==> config.mk <==
export PLATFORM = sky130hd
export DESIGN_NAME = cmp_iter
export DESIGN_NICKNAME = d
export VERILOG_FILES = /design/src/rtl/cmp_iter.sv
export SDC_FILE = /design/constraint.sdc
export NUM_CORES = 1
export LEC_CHECK = 0
export ABC_AREA = 1
export CAP_MARGIN = 20
export CORE_ASPECT_RATIO = 1.4
export CORE_MARGIN = 1
export CORE_UTILIZATION = 32
export CTS_CLUSTER_DIAMETER = 200
export DETAILED_ROUTE_END_ITERATION = 10
export MAX_ROUTING_LAYER = met4
export SYNTH_ARGS = -nofsm -noshare
export SYNTH_HDL_FRONTEND = slang
export SYNTH_SLANG_ARGS = --single-unit
==> constraint.sdc <==
create_clock -name clk -period 2.36 [get_ports clk]
set_input_delay 0.354 -clock clk [delete_from_list [all_inputs] [get_ports clk]]
set_output_delay 0.354 -clock clk [all_outputs]
set_load 0.03 [all_outputs]
==> src/rtl/cmp_iter.sv <==
// -----------------------------------------------------------------------------
// cmp_iter: multi-cycle, chunk-serial branch/compare unit.
//
// Evaluates EQ, NE, LT, LTU, GE, GEU on WIDTH-bit operands by scanning CHUNK
// bits per cycle from the most significant chunk downward. The scan stops at
// the first chunk that differs, so the latency depends on the data.
//
// Ports:
//   clk        in   clock, all state changes on the rising edge
//   rst_n      in   asynchronous active-low reset
//   in_valid   in   request valid
//   in_ready   out  unit is idle and can accept a request
//   a, b       in   WIDTH-bit operands
//   ctrl       in   001 EQ, 010 NE, 011 LT, 100 LTU, 101 GE, 110 GEU
//                   (000 and 111 are invalid and return all-zero results)
//   out_valid  out  result valid, held until out_ready
//   out_ready  in   consumer accepts the result
//   c          out  relation result
//   eq         out  a == b
//   lt         out  a < b (signed for LT/GE, unsigned otherwise)
//
// WIDTH must be an integer multiple of CHUNK.
// -----------------------------------------------------------------------------
module cmp_iter #(
    parameter int WIDTH = 32,
    parameter int CHUNK = 8
) (
    input  logic             clk,
    input  logic             rst_n,
    input  logic             in_valid,
    output logic             in_ready,
    input  logic [WIDTH-1:0] a,
    input  logic [WIDTH-1:0] b,
    input  logic [2:0]       ctrl,
    output logic             out_valid,
    input  logic             out_ready,
    output logic             c,
    output logic             eq,
    output logic             lt
);

    localparam int NCHUNK = WIDTH / CHUNK;
    localparam int KW     = (NCHUNK > 1) ? $clog2(NCHUNK) : 1;
    localparam logic [KW-1:0] K_TOP = KW'(NCHUNK - 1);

    localparam logic [2:0] OP_EQ  = 3'b001;
    localparam logic [2:0] OP_NE  = 3'b010;
    localparam logic [2:0] OP_LT  = 3'b011;
    localparam logic [2:0] OP_LTU = 3'b100;
    localparam logic [2:0] OP_GE  = 3'b101;
    localparam logic [2:0] OP_GEU = 3'b110;

    typedef enum logic [1:0] {
        IDLE = 2'd0,
        SCAN = 2'd1,
        DONE = 2'd2
    } state_t;

    state_t           state_reg, state_next;
    logic [WIDTH-1:0] a_reg, a_next;
    logic [WIDTH-1:0] b_reg, b_next;
    logic [2:0]       ctrl_reg, ctrl_next;
    logic [KW-1:0]    k_reg, k_next;
    logic             c_reg, c_next;
    logic             eq_reg, eq_next;
    logic             lt_reg, lt_next;

    // Latched operands split into chunks; chunk 0 is the least significant.
    logic [CHUNK-1:0] a_chunk [NCHUNK];
    logic [CHUNK-1:0] b_chunk [NCHUNK];

    genvar gi;
    generate
        for (gi = 0; gi < NCHUNK; gi++) begin : g_chunk
            assign a_chunk[gi] = a_reg[gi*CHUNK +: CHUNK];
            assign b_chunk[gi] = b_reg[gi*CHUNK +: CHUNK];
        end
    endgenerate

    logic [CHUNK-1:0] cur_a, cur_b;
    logic             signed_op;
    logic             ctrl_ok;
    logic             chunk_diff;
    logic             chunk_lt;

    assign signed_op = (ctrl_reg == OP_LT) || (ctrl_reg == OP_GE);
    assign ctrl_ok   = (ctrl != 3'b000) && (ctrl != 3'b111);

    // Map the final (eq, lt) pair onto the requested relation.
    function automatic logic relation(input logic [2:0] op, input logic e, input logic l);
        logic r;
        case (op)
            OP_EQ:          r = e;
            OP_NE:          r = ~e;
            OP_LT, OP_LTU:  r = l;
            OP_GE, OP_GEU:  r = ~l;
            default:        r = 1'b0;
        endcase
        return r;
    endfunction

    // Chunk select and signed bias. Flipping the sign bit of the top chunk
    // turns a two's-complement compare into an unsigned one; lower chunks
    // carry magnitude bits only and are compared unbiased.
    always_comb begin
        cur_a = '0;
        cur_b = '0;
        for (int i = 0; i < NCHUNK; i++) begin
            if (k_reg == KW'(i)) begin
                cur_a = a_chunk[i];
                cur_b = b_chunk[i];
            end
        end
        if (signed_op && (k_reg == K_TOP)) begin
            cur_a[CHUNK-1] = ~cur_a[CHUNK-1];
            cur_b[CHUNK-1] = ~cur_b[CHUNK-1];
        end
        chunk_diff = (cur_a != cur_b);
        chunk_lt   = (cur_a < cur_b);
    end

    // Next-state and datapath update.
    always_comb begin
        state_next = state_reg;
        a_next     = a_reg;
        b_next     = b_reg;
        ctrl_next  = ctrl_reg;
        k_next     = k_reg;
        c_next     = c_reg;
        eq_next    = eq_reg;
        lt_next    = lt_reg;

        case (state_reg)
            IDLE: begin
                if (in_valid) begin
                    a_next    = a;
                    b_next    = b;
                    ctrl_next = ctrl;
                    k_next    = K_TOP;
                    if (ctrl_ok) begin
                        state_next = SCAN;
                    end else begin
                        // Invalid opcode: skip the scan and report all zeros.
                        state_next = DONE;
                        c_next     = 1'b0;
                        eq_next    = 1'b0;
                        lt_next    = 1'b0;
                    end
                end
            end

            SCAN: begin
                if (chunk_diff) begin
                    state_next = DONE;
                    eq_next    = 1'b0;
                    lt_next    = chunk_lt;
                    c_next     = relation(ctrl_reg, 1'b0, chunk_lt);
                end else if (k_reg == '0) begin
                    state_next = DONE;
                    eq_next    = 1'b1;
                    lt_next    = 1'b0;
                    c_next     = relation(ctrl_reg, 1'b1, 1'b0);
                end else begin
                    k_next = k_reg - 1'b1;
                end
            end

            DONE: begin
                if (out_ready) begin
                    state_next = IDLE;
                end
            end

            default: begin
                state_next = IDLE;
            end
        endcase
    end

    always_ff @(posedge clk or negedge rst_n) begin
        if (!rst_n) begin
            state_reg <= IDLE;
            a_reg     <= '0;
            b_reg     <= '0;
            ctrl_reg  <= '0;
            k_reg     <= '0;
            c_reg     <= 1'b0;
            eq_reg    <= 1'b0;
            lt_reg    <= 1'b0;
        end else begin
            state_reg <= state_next;
            a_reg     <= a_next;
            b_reg     <= b_next;
            ctrl_reg  <= ctrl_next;
            k_reg     <= k_next;
            c_reg     <= c_next;
            eq_reg    <= eq_next;
            lt_reg    <= lt_next;
        end
    end

    // in_ready is gated by rst_n so it drops the instant reset asserts.
    assign in_ready  = (state_reg == IDLE) && rst_n;
    assign out_valid = (state_reg == DONE);
    assign c         = c_reg;
    assign eq        = eq_reg;
    assign lt        = lt_reg;

endmodule

## After elaboration in Yosys (flattened, before gate mapping)

Cells that the tools add are included.

| word-level totals | value |
|---|---|
| bits in registers | 74 |
| input port bits | 71 |
| output and inout bits | 5 |
| word-level logic and storage cells | 80 |

| cells by class | value |
|---|---|
| add/sub/neg operators | 1 |
| order comparisons | 1 |
| equality and inequality tests | 19 |
| multiplexer cells | 33 |
| bitwise logic cells | 3 |
| reduce and logical (&&, ||, !) cells | 15 |

Operators with widths:

| kind | number |
|---|---|
| 8-bit 2-to-1 mux | 8 |
| 2-bit 2-to-1 mux | 8 |
| 1-bit 2-to-1 mux | 11 |
| 3-bit == test (second input constant) | 3 |
| 8-bit less-than comparator | 1 |
| 2-bit != test (second input constant) | 4 |
| 8-bit != test | 1 |
| 4-bit AND reduction | 2 |
| 2-bit == test (second input constant) | 3 |
| 3-bit by 2-bit == test with 1-bit output (second input constant) | 2 |
| 3-bit != test (second input constant) | 2 |
| 1-bit one-hot mux with 2 select lines | 3 |
| 2-bit one-hot mux with 3 select lines | 1 |
| 2-bit by 1-bit == test with 1-bit output (second input constant) | 2 |
| 2-bit zero test | 2 |
| 2-bit one-hot mux with 2 select lines | 1 |
| 2-bit OR reduction | 2 |
| 3-bit by 1-bit == test with 1-bit output (second input constant) | 1 |
| 1-bit logical AND | 3 |
| 1-bit inverter | 3 |
| 1-bit one-hot mux with 3 select lines | 1 |
| 3-bit AND reduction | 1 |
| 3-bit nonzero test | 1 |
| 3-bit OR reduction | 1 |
| 5 further kinds | 5 |

## Depth between registers and ports, before layout

| depth | value |
|---|---|
| word-level depth | 12 |
| depth in mapped cells | 20 |
| depth with buffers taken out | 20 |

## Least setup slack after synthesis

OpenSTA, ideal clock, no wires.

| timing | value |
|---|---|
| path kind | register to register |
| from | register k_reg[0] |
| to | register c_reg, in the netlist c |
| arrival | 2.365 ns |
| slack | -0.069 ns |
| stages on the path, launching flop included | 19 |
| buffers on the path | 2 |
| period minus slack after synthesis | 2.429 ns |
| path through | dfrtp_1 ha_1 buf_2 nor2_4 buf_4 a22oi_1 o21ai_0 o21ai_0 ha_1 nand2_1 nor2_1 nand3_2 nand2_1 inv_2 nand2_2 nand2_1 nand2_1 inv_1 nand2_1 |

| on the way | value |
|---|---|
| longest elaborated chain between the ends | 12 |
| elaborated cells between the ends (all ways) | 25 |
| classes of those cells | order compare (1); eq/ne (5); mux (13); bitwise (3); reduce/logical (3) |

RTL lines:

| item | RTL line | source |
|---|---|---|
| start, declared | 63 | `logic [KW-1:0] k_reg, k_next;` |
| start signal, assigned | 195 | `k_reg <= k_next;` |
| 2-bit zero test | 109, 158 |  |
| 8-bit 2-to-1 mux (4 in a row) | 109 | `if (k_reg == KW'(i)) begin` |
| 1-bit inverter, on equally long branches | 115, 116 |  |
| 1-bit 2-to-1 mux | 114 | `if (signed_op && (k_reg == K_TOP)) begin` |
| 8-bit less-than comparator | 119 | `chunk_lt = (cur_a < cur_b);` |
| 1-bit inverter | 96 | `OP_GE, OP_GEU: r = ~l;` |
| 1-bit one-hot mux with 3 select lines | 92 | `case (op)` |
| 1-bit 2-to-1 mux | 153 | `if (chunk_diff) begin` |
| 1-bit one-hot mux with 2 select lines | 133 | `case (state_reg)` |
| end signal, assigned | 196 | `c_reg <= c_next;` |
| end, declared | 64 | `logic c_reg, c_next;` |

Several ways; a longest one is shown, not always the timed one.
A chain may end at the register's enable or synchronous reset.

## Worst setup path after layout

Same ends and word-level chain as after synthesis.

==> load_flow_metrics.sql <==
INSERT INTO impl_metrics (metric_group, metric, value, unit) VALUES
('status', 'outcome', 'finished with violations', ''),
('status', 'violations', 'setup timing', ''),
('placement', 'port_buffers', '75', ''),
('placement', 'dp_hpwl', '6730', 'um'),
('detailed_routing', 'route.final.wire_length', '9260', 'um'),
('critical_path', 'arrival', '2680', 'ps'),
('layout', 'n_antenna_cell', '0', ''),
('detailed_routing', 'routed_wire_per_std_cell', '15.6', 'um'),
('hold_path', 'hold_class', 'in2async', ''),
('timing', 'tns', '-248', 'ps'),
('timing', 'minimum_clock_period', '2450', 'ps'),
('placement', 'dpl_worst_slack', '-244', 'ps'),
('layout', 'filler_cell_count', '1111', ''),
('floorplanning', 'die_area', '12700', 'sq um'),
('cts', 'ctsHtreeMaxLevel', '3', ''),
('critical_path', 'setup.worst_path.end', 'c', ''),
('timing', 'clock-skew-final', '5.05', 'ps'),
('logic_synthesis', 'synth_cells', '339', ''),
('layout', 'drive_above_1_share', '33.1', '%'),
('detailed_routing', 'detail-route-antenna-nets', '0', ''),
('cts', 'clkTransAtPathRegs', '60', 'ps'),
('cts', 'cts-root-to-sink-buffers', '2', ''),
('detailed_routing', 'drc', '0', ''),
('detailed_routing', 'detailedRoute.firstIterationViolations', '144', ''),
('timing', 'max_clock_freq', '409', 'MHz'),
('critical_path', 'ff2ff_path_depth', '18', ''),
('cts', 'clk_latency', '340', 'ps'),
('critical_path', 'regToRegEndpoint', 'c', ''),
('floorplanning', 'core_region_area', '11900', 'sq um'),
('detailed_routing', 'vias', '2830', ''),
('power', 'peak_supply_drop', '0.525', 'mV'),
('grt', 'vias_in_the_first_global_route', '2969', ''),
('logic_synthesis', 'mappedNetlistNets', '422', ''),
('placement', 'placed_instance_area', '5020', 'sq um'),
('critical_path', 'critical_path.endpoint_type', 'register', ''),
('job', 'max-cap-violations', '0', ''),
('critical_path', 'worstReg2RegStart', 'k_reg[0]', ''),
('layout', 'area_delta_synth_final', '39.3', '%'),
('timing', 'count_of_endpoints_failing_hold_in_the_final_timing_report', '0', ''),
('layout', 'fin_nets', '526', ''),
('floorplanning', 'boundaryPins', '76', ''),
('logic_synthesis', 'synth.ff_latch_count', '74', ''),
('timing', 'timing_max_transition_violations_final', '0', ''),
('cts', 'clkSinkCount', '74', ''),
('grt', 'grt_use_total', '16.5', '%'),
('grt', 'grt_start_max_net_pins', '75', ''),
('layout', 'finalInstanceArea', '5450', 'sq um'),
('placement', 'routability_congestion_estimate', '0.793', ''),
('timing', 'worst-slew-pin-transition', '431', 'ps'),
('power', 'total_design_power', '7250', 'uW'),
('logic_synthesis', 'synth_cell_type_count', '32', ''),
('floorplanning', 'floorplan.initialDensity', '33.0', '%'),
('grt', 'antenna_found_initial', '0', ''),
('timing', 'timing.final.setup_violations', '6', ''),
('cts', 'clock_tree.root_cell', 'clkbuf_16', ''),
('timing', 'setup_slack', '-85.8', 'ps'),
('grt', 'grt_first_pass_wirelength', '15200', 'um'),
('floorplanning', 'placementRows', '47', ''),
('cts', 'cts_inserted_buffers', '9', ''),
('detailed_routing', 'detail_route.first_pass.iterations', '4', ''),
('timing', 'tcrit_tclk_final', '104', '%'),
('critical_path', 'worst-setup-path-type', 'reg2reg', ''),
('power', 'pwr_density_cell', '1330', 'nW/um^2'),
('detailed_routing', 'post_drt_via_cell_ratio', '4.76', ''),
('critical_path', 'timing.critical_path.required', '2590', 'ps'),
('critical_path', 'reg2reg_setup_slack', '-90', 'ps'),
('power', 'p_leak', '0.00257', 'uW'),
('logic_synthesis', 'synth-seq-area-share', '47.3', '%'),
('critical_path', 'crit_path_start_kind', 'register', ''),
('timing', 'rsz_0062_raised_after_global_routing', 'yes', ''),
('logic_synthesis', 'mapped_area', '3920', 'sq um'),
('logic_synthesis', 'yosys_warnings', '0', ''),
('logic_synthesis', 'avg_cell_area_syn', '11.5', 'sq um'),
('grt', 'grt_overflow', '0', ''),
('critical_path', 'worstSetupStartpoint', 'k_reg[0]', ''),
('critical_path', 'critical_path_peak_fanout', '7', ''),
('timing', 'slew_headroom', '71.2', '%'),
('cts', 'cts_tree', 'built', ''),
('floorplanning', 'die_width', '95.5', 'um'),
('floorplanning', 'die_height', '133', 'um');
==> layer usage <==
metal  track usage, %  wire (um)  vias up
met2             26.3       4710       72
met1             20.2       4050     1370
met4             5.97        121        0
met3             3.85        386        8
met5                -          0        -
li1                 -          -     1380
==> worst min-delay path by stage <==
stage	startpoint	to	cells past startpoint
2_1_floorplan	rst_n	a_reg[0]	0
3_3_place_gp	rst_n	b_reg[1]	2
3_5_place_dp	rst_n	b_reg[17]	2
4_1_cts	rst_n	a_reg[17]	2
5_1_grt	rst_n	b_reg[17]	2
6_report	rst_n	b_reg[17]	2
==> timing repair <==
action,4_1_cts,5_1_grt
pin swaps,17,10
hold buffers,0,0
buffers inserted,2,2
resized for setup,37,13
setup endpoints to repair,7,7
==> stage by stage <==
step / std cells / utilization [%] / hold slack [ps]
floorplan: 339 / - / 58.4
global placement: 575 / 42.3 / 463
detailed placement: 575 / 42.3 / 462
CTS: 592 / 45.6 / 106
global route: 594 / 45.9 / 95.5
finish: 594 / 45.9 / 61.9
==> cell usage after synthesis (all sizes together) <==
cell | number | area (sq um)
buf | 12 | 106
or2 | 1 | 6.26
o31ai | 1 | 7.51
o211ai | 1 | 7.51
nor2 | 15 | 73.8
mux2 | 64 | 946
xor2 | 1 | 8.76
dfrtp | 74 | 1850
o21ai | 32 | 160
nand3b | 1 | 7.51
nor3b | 1 | 7.51
and2 | 1 | 6.26
a22oi | 14 | 105
a21oi | 21 | 105
ha | 12 | 150
inv | 20 | 75.1
nand4 | 1 | 6.26
a21o | 1 | 7.51
nand2 | 53 | 211
nand3 | 9 | 50.1
clkinv | 1 | 3.75
clkbuf | 3 | 11.3
==> worst max-delay path, cell delays in order, from the launching register on <==
cell and delay [ps]:
dfrtp_2 450, inv_4 90, ha_4 130, inv_2 40, nor2_4 190, buf_12 150, a22oi_1 70, o21ai_0 150
o21ai_1 90, ha_1 310, nand2_2 100, nor2_4 50, buf_4 130, nand2_2 70, nand2_1 70, nand2_1 60
nand3_1 60, nand2_1 70, nand2_1 40
==> where the power goes <==
group | leakage, uW | internal (uW) | total [uW] | switching (uW)
clock | 0.000138 | 757 | 1260 | 500
sequential | 0.000868 | 1900 | 2370 | 469
combinational | 0.00157 | 1970 | 3620 | 1650
==> cells in the final DEF, fill, tap and decap left out, types with 2 or more instances in the layout <==
cell and count:
dfrtp_1 73, clkdlybuf4s50_1 73, mux2_4 60, nand2_1 43, buf_4 29, a21oi_1 19, o21ai_0 16, inv_1 15
a22oi_1 12, o21ai_1 12, nor2_1 10, clkbuf_16 9, nand2_2 8, nand3_1 7, ha_1 7, buf_12 6
inv_2 4, nor2_4 4, clkinv_2 4, o21ai_2 4, ha_4 4, mux2_1 3, a22oi_2 2, a21oi_2 2
nand2_4 2, nand3_2 2, clkbuf_8 2
==> kinds of logic (layout without fill, tap and decap cells) <==
logic type | count (synthesis) | count (layout) | share of synthesized area (%)
AOI/OAI and AO/OA | 70 | 70 | 10.0
xor gates and xnor gates | 1 | 1 | 0.224
adders and majority gates | 12 | 12 | 3.83
buffers and inverters | 36 | 144 | 5.02
DFF | 74 | 74 | 47.3
muxes | 64 | 64 | 24.2
and+or+nand+nor | 82 | 82 | 9.43
==> layout make-up <==
type                    count  area, sq um  area share (%)
multi-input cells         229         1990            36.6
well taps                 147          184            3.37
clock inverters             3         15.0           0.275
clock buffers              12          256            4.70
inverters                  21         82.6            1.51
repair buffers            108         1070            19.6
flip-flops and latches     74         1850            34.0
No activity file was read; power rests on OpenSTA's default activity.
